## src/rtl/sprite_gpu_pkg.sv

```systemverilog
// Shared sprite GPU definitions: widths, opcodes, command-word field positions and FSM encoding.
// Used by the write controller, its decoder and the print-module bench.
package sprite_gpu_pkg;

    localparam int unsigned REG_ADDR_W  = 5;
    localparam int unsigned MEM_ADDR_W  = 14;
    localparam int unsigned COLOR_W     = 9;
    localparam int unsigned X_W         = 10;
    localparam int unsigned Y_W         = 10;
    localparam int unsigned OFFSET_W    = 9;
    localparam int unsigned OPCODE_W    = 4;
    localparam int unsigned CMD_W       = 64;
    localparam int unsigned REG_DATA_W  = 32;

    localparam logic [OPCODE_W-1:0] OP_WBR = 4'b0000;
    localparam logic [OPCODE_W-1:0] OP_WSM = 4'b0001;

    // Command-word field LSB positions; bits at and above CMD_USED_W carry nothing.
    localparam int unsigned CMD_OP_LSB    = 0;
    localparam int unsigned CMD_IDX_LSB   = 4;
    localparam int unsigned CMD_SP_BIT    = 9;
    localparam int unsigned CMD_X_LSB     = 10;
    localparam int unsigned CMD_Y_LSB     = 20;
    localparam int unsigned CMD_OFF_LSB   = 30;
    localparam int unsigned CMD_ADDR_LSB  = 4;
    localparam int unsigned CMD_COLOR_LSB = 18;
    localparam int unsigned CMD_USED_W    = 39;

    typedef enum logic [2:0] {
        ST_IDLE,
        ST_DECODE,
        ST_WAIT_BLANK,
        ST_WRITE_REG,
        ST_WRITE_MEM
    } state_t;

    typedef enum logic [1:0] {
        KIND_WBR,
        KIND_WSM,
        KIND_BAD
    } cmd_kind_t;

    typedef struct packed {
        cmd_kind_t               kind;
        logic [REG_ADDR_W-1:0]   reg_idx;
        logic                    sp;
        logic [X_W-1:0]          x;
        logic [Y_W-1:0]          y;
        logic [OFFSET_W-1:0]     offset;
        logic [MEM_ADDR_W-1:0]   mem_addr;
        logic [COLOR_W-1:0]      color;
    } cmd_fields_t;

    // data_reg layout: [29] sp, [28:19] x, [18:9] y, [8:0] offset.
    function automatic logic [REG_DATA_W-1:0] pack_reg_data(input cmd_fields_t f);
        return {2'b00, f.sp, f.x, f.y, f.offset};
    endfunction

endpackage

```

## src/rtl/sprite_write_controller_if.sv

```systemverilog
// Command handshake plus register-bank and sprite-memory write ports of the sprite write controller.
interface sprite_write_controller_if;
    import sprite_gpu_pkg::*;

    logic                    cmd_valid;
    logic [CMD_W-1:0]        cmd_word;
    logic                    cmd_ready;
    logic                    reg_wr_en;
    logic [REG_ADDR_W-1:0]   reg_wr_addr;
    logic [REG_DATA_W-1:0]   reg_wr_data;
    logic                    mem_wr_en;
    logic [MEM_ADDR_W-1:0]   mem_wr_addr;
    logic [COLOR_W-1:0]      mem_wr_data;

    modport master (
        output cmd_valid, cmd_word,
        input  cmd_ready,
        input  reg_wr_en, reg_wr_addr, reg_wr_data,
        input  mem_wr_en, mem_wr_addr, mem_wr_data
    );

    modport slave (
        input  cmd_valid, cmd_word,
        output cmd_ready,
        output reg_wr_en, reg_wr_addr, reg_wr_data,
        output mem_wr_en, mem_wr_addr, mem_wr_data
    );

endinterface

```

## src/rtl/sprite_cmd_decoder.sv

```systemverilog
// Combinational field extraction and opcode legality for one command word.
module sprite_cmd_decoder
    import sprite_gpu_pkg::*;
(
    input  logic [CMD_W-1:0] i_cmd_word,
    output cmd_fields_t      o_fields
);

    logic [OPCODE_W-1:0] w_opcode;
    logic                w_unused;

    assign w_opcode = i_cmd_word[CMD_OP_LSB +: OPCODE_W];
    assign w_unused = ^i_cmd_word[CMD_W-1:CMD_USED_W];

    always_comb begin
        o_fields          = '0;
        o_fields.reg_idx  = i_cmd_word[CMD_IDX_LSB   +: REG_ADDR_W];
        o_fields.sp       = i_cmd_word[CMD_SP_BIT];
        o_fields.x        = i_cmd_word[CMD_X_LSB     +: X_W];
        o_fields.y        = i_cmd_word[CMD_Y_LSB     +: Y_W];
        o_fields.offset   = i_cmd_word[CMD_OFF_LSB   +: OFFSET_W];
        o_fields.mem_addr = i_cmd_word[CMD_ADDR_LSB  +: MEM_ADDR_W];
        o_fields.color    = i_cmd_word[CMD_COLOR_LSB +: COLOR_W];
        case (w_opcode)
            OP_WBR:  o_fields.kind = KIND_WBR;
            OP_WSM:  o_fields.kind = KIND_WSM;
            default: o_fields.kind = KIND_BAD;
        endcase
    end

endmodule

```

## src/rtl/sprite_write_controller.sv

```systemverilog
// Accepts sprite command words and drives the register-bank and sprite-memory write ports.
// Register-bank writes wait for vertical blanking; sprite-memory writes go out immediately.
module sprite_write_controller
    import sprite_gpu_pkg::*;
(
    input  logic                      clk,
    input  logic                      reset,
    sprite_write_controller_if.slave  bus,
    input  logic                      vblank,
    output logic                      busy,
    output logic                      bad_opcode
);

    state_t                  r_state;
    state_t                  w_next;
    cmd_fields_t             w_dec;
    cmd_fields_t             r_hold;
    logic                    w_accept;
    logic                    r_busy;
    logic                    r_bad;
    logic                    r_reg_wr_en;
    logic [REG_ADDR_W-1:0]   r_reg_wr_addr;
    logic [REG_DATA_W-1:0]   r_reg_wr_data;
    logic                    r_mem_wr_en;
    logic [MEM_ADDR_W-1:0]   r_mem_wr_addr;
    logic [COLOR_W-1:0]      r_mem_wr_data;

    sprite_cmd_decoder u_decoder (
        .i_cmd_word (bus.cmd_word),
        .o_fields   (w_dec)
    );

    assign bus.cmd_ready = (r_state == ST_IDLE) && !reset;
    assign w_accept      = bus.cmd_valid && bus.cmd_ready;

    always_ff @(posedge clk or posedge reset) begin
        if (reset) r_state <= ST_IDLE;
        else       r_state <= w_next;
    end

    always_comb begin
        w_next = r_state;
        case (r_state)
            ST_IDLE:       if (w_accept) w_next = ST_DECODE;
            ST_DECODE: begin
                case (r_hold.kind)
                    KIND_WBR: w_next = vblank ? ST_WRITE_REG : ST_WAIT_BLANK;
                    KIND_WSM: w_next = ST_WRITE_MEM;
                    default:  w_next = ST_IDLE;
                endcase
            end
            ST_WAIT_BLANK: if (vblank) w_next = ST_WRITE_REG;
            ST_WRITE_REG:  w_next = ST_IDLE;
            ST_WRITE_MEM:  w_next = ST_IDLE;
            default:       w_next = ST_IDLE;
        endcase
    end

    // Decoded word is held for the whole transaction; a reset simply abandons it.
    always_ff @(posedge clk or posedge reset) begin
        if (reset)         r_hold <= '0;
        else if (w_accept) r_hold <= w_dec;
    end

    // Outputs are loaded from the next state so each strobe coincides with its write state.
    always_ff @(posedge clk or posedge reset) begin
        if (reset) begin
            r_busy        <= 1'b0;
            r_bad         <= 1'b0;
            r_reg_wr_en   <= 1'b0;
            r_reg_wr_addr <= '0;
            r_reg_wr_data <= '0;
            r_mem_wr_en   <= 1'b0;
            r_mem_wr_addr <= '0;
            r_mem_wr_data <= '0;
        end else begin
            r_busy      <= (w_next != ST_IDLE);
            r_bad       <= w_accept && (w_dec.kind == KIND_BAD);
            r_reg_wr_en <= (w_next == ST_WRITE_REG);
            r_mem_wr_en <= (w_next == ST_WRITE_MEM);
            if (w_next == ST_WRITE_REG) begin
                r_reg_wr_addr <= r_hold.reg_idx;
                r_reg_wr_data <= pack_reg_data(r_hold);
            end
            if (w_next == ST_WRITE_MEM) begin
                r_mem_wr_addr <= r_hold.mem_addr;
                r_mem_wr_data <= r_hold.color;
            end
        end
    end

    assign busy            = r_busy;
    assign bad_opcode      = r_bad;
    assign bus.reg_wr_en   = r_reg_wr_en;
    assign bus.reg_wr_addr = r_reg_wr_addr;
    assign bus.reg_wr_data = r_reg_wr_data;
    assign bus.mem_wr_en   = r_mem_wr_en;
    assign bus.mem_wr_addr = r_mem_wr_addr;
    assign bus.mem_wr_data = r_mem_wr_data;

endmodule

```

## src/flat_wrapper.sv

```systemverilog
// flat-port wrapper written by rule: the top's interface ports become plain ports
module sprite_write_controller_flat import sprite_gpu_pkg::*;
  (clk, reset, vblank, busy, bad_opcode, bus_cmd_valid, bus_cmd_word, bus_cmd_ready, bus_reg_wr_en, bus_reg_wr_addr, bus_reg_wr_data, bus_mem_wr_en, bus_mem_wr_addr, bus_mem_wr_data);
  sprite_write_controller_if bus_i ();
  input  logic clk;
  input  logic reset;
  input  logic vblank;
  output logic busy;
  output logic bad_opcode;
  input wire logic [$bits(bus_i.cmd_valid)-1:0] bus_cmd_valid;
  input wire logic [$bits(bus_i.cmd_word)-1:0] bus_cmd_word;
  output wire logic [$bits(bus_i.cmd_ready)-1:0] bus_cmd_ready;
  output wire logic [$bits(bus_i.reg_wr_en)-1:0] bus_reg_wr_en;
  output wire logic [$bits(bus_i.reg_wr_addr)-1:0] bus_reg_wr_addr;
  output wire logic [$bits(bus_i.reg_wr_data)-1:0] bus_reg_wr_data;
  output wire logic [$bits(bus_i.mem_wr_en)-1:0] bus_mem_wr_en;
  output wire logic [$bits(bus_i.mem_wr_addr)-1:0] bus_mem_wr_addr;
  output wire logic [$bits(bus_i.mem_wr_data)-1:0] bus_mem_wr_data;
  assign bus_i.cmd_valid = bus_cmd_valid;
  assign bus_i.cmd_word = bus_cmd_word;
  assign bus_cmd_ready = bus_i.cmd_ready;
  assign bus_reg_wr_en = bus_i.reg_wr_en;
  assign bus_reg_wr_addr = bus_i.reg_wr_addr;
  assign bus_reg_wr_data = bus_i.reg_wr_data;
  assign bus_mem_wr_en = bus_i.mem_wr_en;
  assign bus_mem_wr_addr = bus_i.mem_wr_addr;
  assign bus_mem_wr_data = bus_i.mem_wr_data;
  sprite_write_controller u_core (.clk(clk), .reset(reset), .bus(bus_i), .vblank(vblank), .busy(busy), .bad_opcode(bad_opcode));
endmodule
```

## config.mk

```make
export PLATFORM = sky130hd
export DESIGN_NAME = sprite_write_controller_flat
export DESIGN_NICKNAME = d
export VERILOG_FILES = /design/src/rtl/sprite_gpu_pkg.sv /design/src/rtl/sprite_write_controller_if.sv /design/src/rtl/sprite_cmd_decoder.sv /design/src/rtl/sprite_write_controller.sv /design/src/flat_wrapper.sv
export SDC_FILE = /design/constraint.sdc
export NUM_CORES = 1
export LEC_CHECK = 0
export BUFFER_PORTS_ARGS = -buffer_cell sky130_fd_sc_hd__buf_2
export CAP_MARGIN = 20
export CORE_MARGIN = 5
export CORE_UTILIZATION = 57
export DETAILED_ROUTE_END_ITERATION = 10
export PLACE_DENSITY_LB_ADDON = 0.05
export REMOVE_ABC_BUFFERS = 1
export SYNTH_ARGS = -nofsm -noshare
export SYNTH_HDL_FRONTEND = slang
export SYNTH_HIERARCHICAL = 1
export SYNTH_SLANG_ARGS = --single-unit
export TNS_END_PERCENT = 50
```

## constraint.sdc

```tcl
create_clock -name clk -period 6.6 [get_ports clk]
set_clock_uncertainty 0.2 [all_clocks]
set_input_delay 0.99 -clock clk [delete_from_list [all_inputs] [get_ports clk]]
set_output_delay 0.99 -clock clk [all_outputs]
set_load 0.05 [all_outputs]
```

==> qor.yml, run 1 <==
outcome:
  status: "complete, no violations"
global_routing:
  grt_pass1_vias: 2714
  overflow: 0
  grt_pass1_wl_um: 14300
  gr-usage-all-layers_pct: 16.7
  grt_max_degree: 72
  antenna_found_initial: 0
drt:
  drt_wl_total_um: 8470
  num_vias: 2629
  drt-pass1-iter-count: 4
  drc: 0
  postRouteAntennaNets: 0
  drtIter0Drc: 49
  vias_per_cell: 5.11
  wl_per_cell_um: 16.5
critical_path:
  r2r-end: "u_core/r_hold[42]$_DFFE_PP0P_"
  ff2ff_setup_slack_ns: 4.38
  critPathKind: "input pin to output port"
  cp-start-kind: "input pin"
  path_cells: "buf_2 -> nor4_4 -> buf_2"
  arrival_ns: 1.72
  worstPathRequired_ns: 5.41
  slowest_stage: "buf_2"
  critPathMaxStageDelay_ns: 0.32
  endpoint_kind: "output port"
  critical_path.most_common_cell: "buf_2"
  r2r_cells: 3
  cp_max_fo: 2
  regToRegStartpoint: "u_core/r_state[1]$_DFF_PP0_"
place:
  gp_congestion: 0.719
  port_buffers: 105
  place_ws_ns: 3.68
  hpwl_um: 5430
timing:
  worstMarginPinSlew_ns: 0.902
  drv_slew: 0
  min_period_over_period_pct: 44.1
  max_clock_freq_mhz: 343
  hold_viol_final: 0
  slew_headroom_pct: 39.9
  final.setup.tns_ns: 0
  setup_viol: 0
  min_period_ns: 2.91
  rsz0062_at_grt: "false"
  worst_slack_ns: 3.69
finish:
  drive_above_1_share_pct: 64.8
  syn_to_final_growth_pct: 13.8
  insertedDiodeCount: 0
  nets: 461
cts:
  post_cts.repair.setup_buffers: 0
  cts_buffers: 17
  cts_tree: "built"
  root_buffer: "clkbuf_8"
  clock_sinks: 125
  cts_resized: 0
  clk_pin_slew_ns: 0.06
  h-tree-depth: 4
  holdBufCountCts: 0
  clock_latency_ns: 0.51
  clockBufferDepth: 2
flow_run:
  maxCapViolations: 0
hold_path:
  hp-class: "register to register"
  holdPathStages: 1
  min_from: "u_core/r_hold[14]$_DFFE_PP0P_"
  worstHoldEndpoint: "u_core/bus.mem_wr_addr[5]$_DFFE_PP0N_"
pwr:
  irDropWorstVdd_uv: 295
  p_per_area_nw_per_um2: 566
  leakagePower_nw: 2.94
synthesis:
  postSynthCellCount: 337
  synthesis.area_sq_um: 5190
  synth_warnings: 6
  synth.area.top_cells: "dfrtp_1 (60%), mux2_2 (26%), buf_4 (8.7%)"
  ys_seq_area_share_pct: 60.2
  yosys_register_bits: 125
  synthDistinctLibCells: 21
  yosysTopAreaCell: "dfrtp_1"
  synth_top_area_share_pct: 60.2
  avgSynthCellArea_sq_um: 15.4
floorplan:
  fp-row-count: 34
  dieHeight_um: 105
  start_util_pct: 59.0
  io_pins: 133
  core_sq_um: 8810
  die_area_sq_um: 11100
  die_w_um: 105
[where the power goes]
group          internal, mW  total [mW]  leakage, nW  switching [mW]
Combinational         0.402        1.17         1.12           0.764
Clock                 0.586       0.917        0.284           0.331
Sequential             1.10        1.26         1.54           0.161
[cell families after synthesis]
| family | synth area share [%] |
|---|---|
| muxes | 25.6 |
| and+or+nand+nor | 2.41 |
| buffers and inverters | 11.2 |
| DFF | 60.2 |
| other | 0.0722 |
| AOI/OAI and AO/OA | 0.506 |
[critical path: cells and delay by family]
family	cells	cell delay [ns]
buf+inv	2	0.45
simple gates	1	0.28
[per-stage QoR]
step	cells	hold WS (ns)	cell area (sq um)	total power, mW	utilization [%]
3_3_place_gp	482	0.280	5310	2.41	60.3
4_1_cts	514	0.301	5910	3.39	67.1
6_report	514	0.297	5910	3.35	67.1
2_1_floorplan	267	0.275	4630	2.17	-
3_5_place_dp	482	0.288	5310	2.46	60.3
5_1_grt	514	0.310	5910	3.52	67.1
[cell usage in the layout (no fill, tap or decap), types with 2 or more instances in the layout]
cell type	synthesis	layout
inv_1	5	4
conb_1	1	2
dfrtp_1	125	125
clkinv_4	0	4
clkbuf_8	0	2
mux2_2	118	118
clkinvlp_4	0	3
clkbuf_16	0	16
nor2_1	3	3
buf_4	60	2
buf_2	2	105
clkinv_2	0	2
nor2b_1	2	2
bufinv_16	0	3
[final cells by class]
type / count / area (sq um)
flip-flops and latches: 125 / 3130
fillers: 661 / 2900
multi-input cells: 137 / 1490
repair buffers: 107 / 541
clock buffers: 19 / 432
clock inverters: 13 / 166
well taps: 108 / 135
inverters: 5 / 21.3
[cell usage after synthesis]
library cell	n
nor2b_1	2
nor2b_2	1
nor4_4	1
buf_6	9
nand2_1	1
buf_4	60
nor4b_4	1
o21ai_0	1
dfrtp_1	125
mux2_2	118
nor3b_1	1
o21ai_4	1
or3_1	1
nor4b_1	1
nand3_2	1
nand2_4	1
conb_1	1
buf_2	2
inv_1	5
nor2_1	3
a21oi_1	1
[routing by layer]
metal	share of wire, %	wire, um	track usage (%)	vias up
met5	0	0	0	-
met4	1.2	99	7.03	0
met3	6.4	544	6.66	11
met2	50	4280	25.7	67
met1	42	3550	21.0	1348
li1	-	-	-	1203
[worst max path at each step]
stage                      from                     endpoint  slack [ns]  depth (start not counted)
after floorplan           reset  u_core/bad_opcode$_DFF_PP0_        2.08                          1
after global placement    reset                bus_cmd_ready        3.70                          3
after global routing      reset                bus_cmd_ready        3.64                          3
after detailed placement  reset                bus_cmd_ready        3.68                          3
after CTS                 reset                bus_cmd_ready        3.68                          3
final                     reset                bus_cmd_ready        3.69                          3
[registers in the layout, indices dropped and copies added, names as in the netlist]
signal / cells
u_core/bus.mem_wr_data: 9
u_core/r_state: 3
u_core/bus.mem_wr_en: 1
u_core/bad_opcode: 1
u_core/bus.reg_wr_data: 30
u_core/bus.reg_wr_addr: 5
u_core/bus.mem_wr_addr: 14
u_core/bus.reg_wr_en: 1
u_core/r_hold: 60
u_core/busy: 1
Note: power is estimated with default switching activity, not from simulation.
==> run 2, diff against run 1 <==
- CORE_UTILIZATION: 57 -> 53
- clock period: 6.6 -> 2.9 ns (I/O delays scaled with it)
==> qor.yml, run 2 (synthesis gave the netlist of run 1 again) <==
drt:
  drt_wl_total_um: 8720  # was 8470 um
  drc: 0  # unchanged
  postRouteAntennaNets: 0  # unchanged
  num_vias: 2753  # was 2,629
  highest_layer: "met4"  # unchanged
  wl_met2_um: 4330  # was 4280 um
  met3_wirelength_um: 593  # was 544 um
  wl_per_cell_um: 15.1  # was 16.5 um
  drt-pass1-iter-count: 2  # was 4
  m1WireLength_um: 3680  # was 3550 um
  drtIter0Drc: 44  # was 49
  vias_per_cell: 4.77  # was 5.11
timing:
  max_clock_freq_mhz: 418
  worstMarginPinSlew_ns: 0.849  # was 0.902 ns
  hold_viol_final: 0  # unchanged
  setup_viol: 0  # unchanged
  rsz0062_at_grt: "false"  # unchanged
  drv_slew: 0  # unchanged
  min_period_over_period_pct: 82.5
  min_period_ns: 2.39
  slew_headroom_pct: 43.4  # was 39.9%
place:
  hpwl_um: 5570  # was 5430 um
  dp.cells: 509  # was 482
  gp_congestion: 0.670  # was 0.719
  port_buffers: 105  # unchanged
critical_path:
  critPathKind: "input pin to output port"  # unchanged
  endpoint_kind: "output port"  # unchanged
  cp_max_fo: 2  # unchanged
  cp-startpoint: "reset"  # unchanged
  worstPathRequired_ns: 2.27  # was 5.41 ns
  regToRegStartpoint: "u_core/r_state[1]$_DFF_PP0_"  # unchanged
  r2r_cells: 4  # was 3
  r2r-end: "u_core/bus.reg_wr_data[11]$_DFFE_PP0N_"  # was u_core/r_hold[42]$_DFFE_PP0P_
  cp-start-kind: "input pin"  # unchanged
  ff2ff_setup_slack_ns: 0.76  # was 4.38 ns
  arrival_ns: 1.76  # was 1.72 ns
hold_path:
  worstHoldEndpoint: "u_core/r_hold[59]$_DFFE_PP0P_"  # was u_core/bus.mem_wr_addr[5]$_DFFE_PP0N_
  holdPathStages: 3  # was 1
  hp-class: "input pin to register"  # was register to register
  min_from: "bus_cmd_word[1]"  # was u_core/r_hold[14]$_DFFE_PP0P_
pwr:
  p_per_area_nw_per_um2: 1230  # was 566 nW/um^2
  totalPowerFinal_mw: 7.90  # was 3.35 mW
  irDropWorstVdd_uv: 638  # was 295 uV
  leakagePower_nw: 3.14  # was 2.94 nW
floorplan:
  core_sq_um: 9680  # was 8810 sq um
  start_util_pct: 53.6  # was 59.0%
  dieHeight_um: 109  # was 105 um
  fp-row-count: 36  # was 34
  io_pins: 133  # unchanged
  die_w_um: 109  # was 105 um
  die_area_sq_um: 11900  # was 11,100 sq um
cts:
  cts_resized: 0  # unchanged
  post_cts.repair.setup_buffers: 0  # unchanged
  cts_tree: "built"  # unchanged
  cts_buffers: 17  # unchanged
  root_buffer: "clkbuf_8"  # unchanged
  clock_sinks: 125  # unchanged
  clk_pin_slew_ns: 0.06  # about the same
  clock_latency_ns: 0.50  # was 0.51 ns
  h-tree-depth: 4  # unchanged
  clockBufferDepth: 2  # unchanged
finish:
  top_register: "u_core/r_hold"  # unchanged
  mostFrequentLayoutCell: "dfrtp_1"  # unchanged
  fin_cells: 577  # was 514
  mostFrequentLayoutCells: "dfrtp_1 (125), mux2_2 (118), buf_2 (105), dlygate4sd3_1 (36), clkbuf_16 (16)"  # was dfrtp_1 (125), mux2_2 (118), buf_2 (105), clkbuf_16 (16)
  insertedDiodeCount: 0  # unchanged
  drive_above_1_share_pct: 59.5  # was 64.8%
  syn_to_final_growth_pct: 23.3  # was 13.8%
  nets: 499  # was 461
  largest_reg_flops: 60  # unchanged
global_routing:
  grt_max_degree: 84  # was 72
  overflow: 0  # unchanged
  grt_pass1_vias: 2984  # was 2,714
  gr-usage-all-layers_pct: 16.3  # was 16.7%
  grt_pass1_wl_um: 14600  # was 14,300 um
  antenna_found_initial: 0  # unchanged
flow_run:
  maxCapViolations: 0  # unchanged
outcome:
  status: "complete, no violations"  # unchanged
==> run 2: cell types whose count changed in the layout (fill, tap and decap cells not counted) <==
cell / before / now
clkbuf_8: 2 / 1
clkinv_2: 2 / 0
dlygate4sd3_1: 0 / 36
buf_12: 0 / 2
clkbuf_1: 1 / 2
clkinvlp_4: 3 / 2
bufinv_16: 3 / 6
==> run 2: power breakdown <==
part | internal [mW] | switching (mW)
Combinational | 0.958 | 1.75
Sequential | 2.51 | 0.351
Clock | 1.58 | 0.754
==> run 2: what timing repair did <==
action / CTS / global route
hold buffers: 36 / 0
endpoints found under the hold margin: 183 / 0
endpoints found under the setup margin: 0 / 0
==> run 2: per-layer routing <==
metal  GRT usage (%)  vias up
li1                -     1293
met1            19.8     1379
met2            25.9       73
met3            6.69        8
met4            6.49        0
met5               0        -
==> run 2: how the worst max path moves through the flow <==
stage	end	slack, ns	depth (start not counted)
3_5_place_dp	u_core/bus.reg_wr_data[18]$_DFFE_PP0N_	0.74	4
6_report	bus_cmd_ready	0.51	4
2_1_floorplan	u_core/bad_opcode$_DFF_PP0_	-1.06	1
3_3_place_gp	u_core/r_hold[28]$_DFFE_PP0P_	0.75	5
5_1_grt	bus_cmd_ready	0.48	4
4_1_cts	bus_cmd_ready	0.51	4
==> run 2: cell type report <==
type	count	area (sq um)
fillers	740	3280
flip-flops and latches	125	3130
multi-input cells	137	1490
repair buffers	145	941
clock buffers	19	422
clock inverters	13	239
well taps	133	166
inverters	5	21.3
==> run 2: stage by stage <==
step / setup slack [ns] / hold slack, ns / cell area, sq um / setup TNS, ns / utilization, %
CTS: 0.510 / 0.0732 / 6400 / 0 / 66.1
floorplan: -1.06 / 0.275 / 4630 / -132.82 / -
detailed placement: 0.737 / 0.126 / 5380 / 0 / 55.6
global route: 0.485 / 0.0888 / 6400 / 0 / 66.1
finish: 0.507 / 0.0948 / 6400 / 0 / 66.1
global placement: 0.748 / 0.130 / 5380 / 0 / 55.6
==> run 2: critical path, cell delays in order <==
cell and delay (ns):
dlygate4sd3_1 0.54, buf_2 0.15, nor4_4 0.30, buf_2 0.33
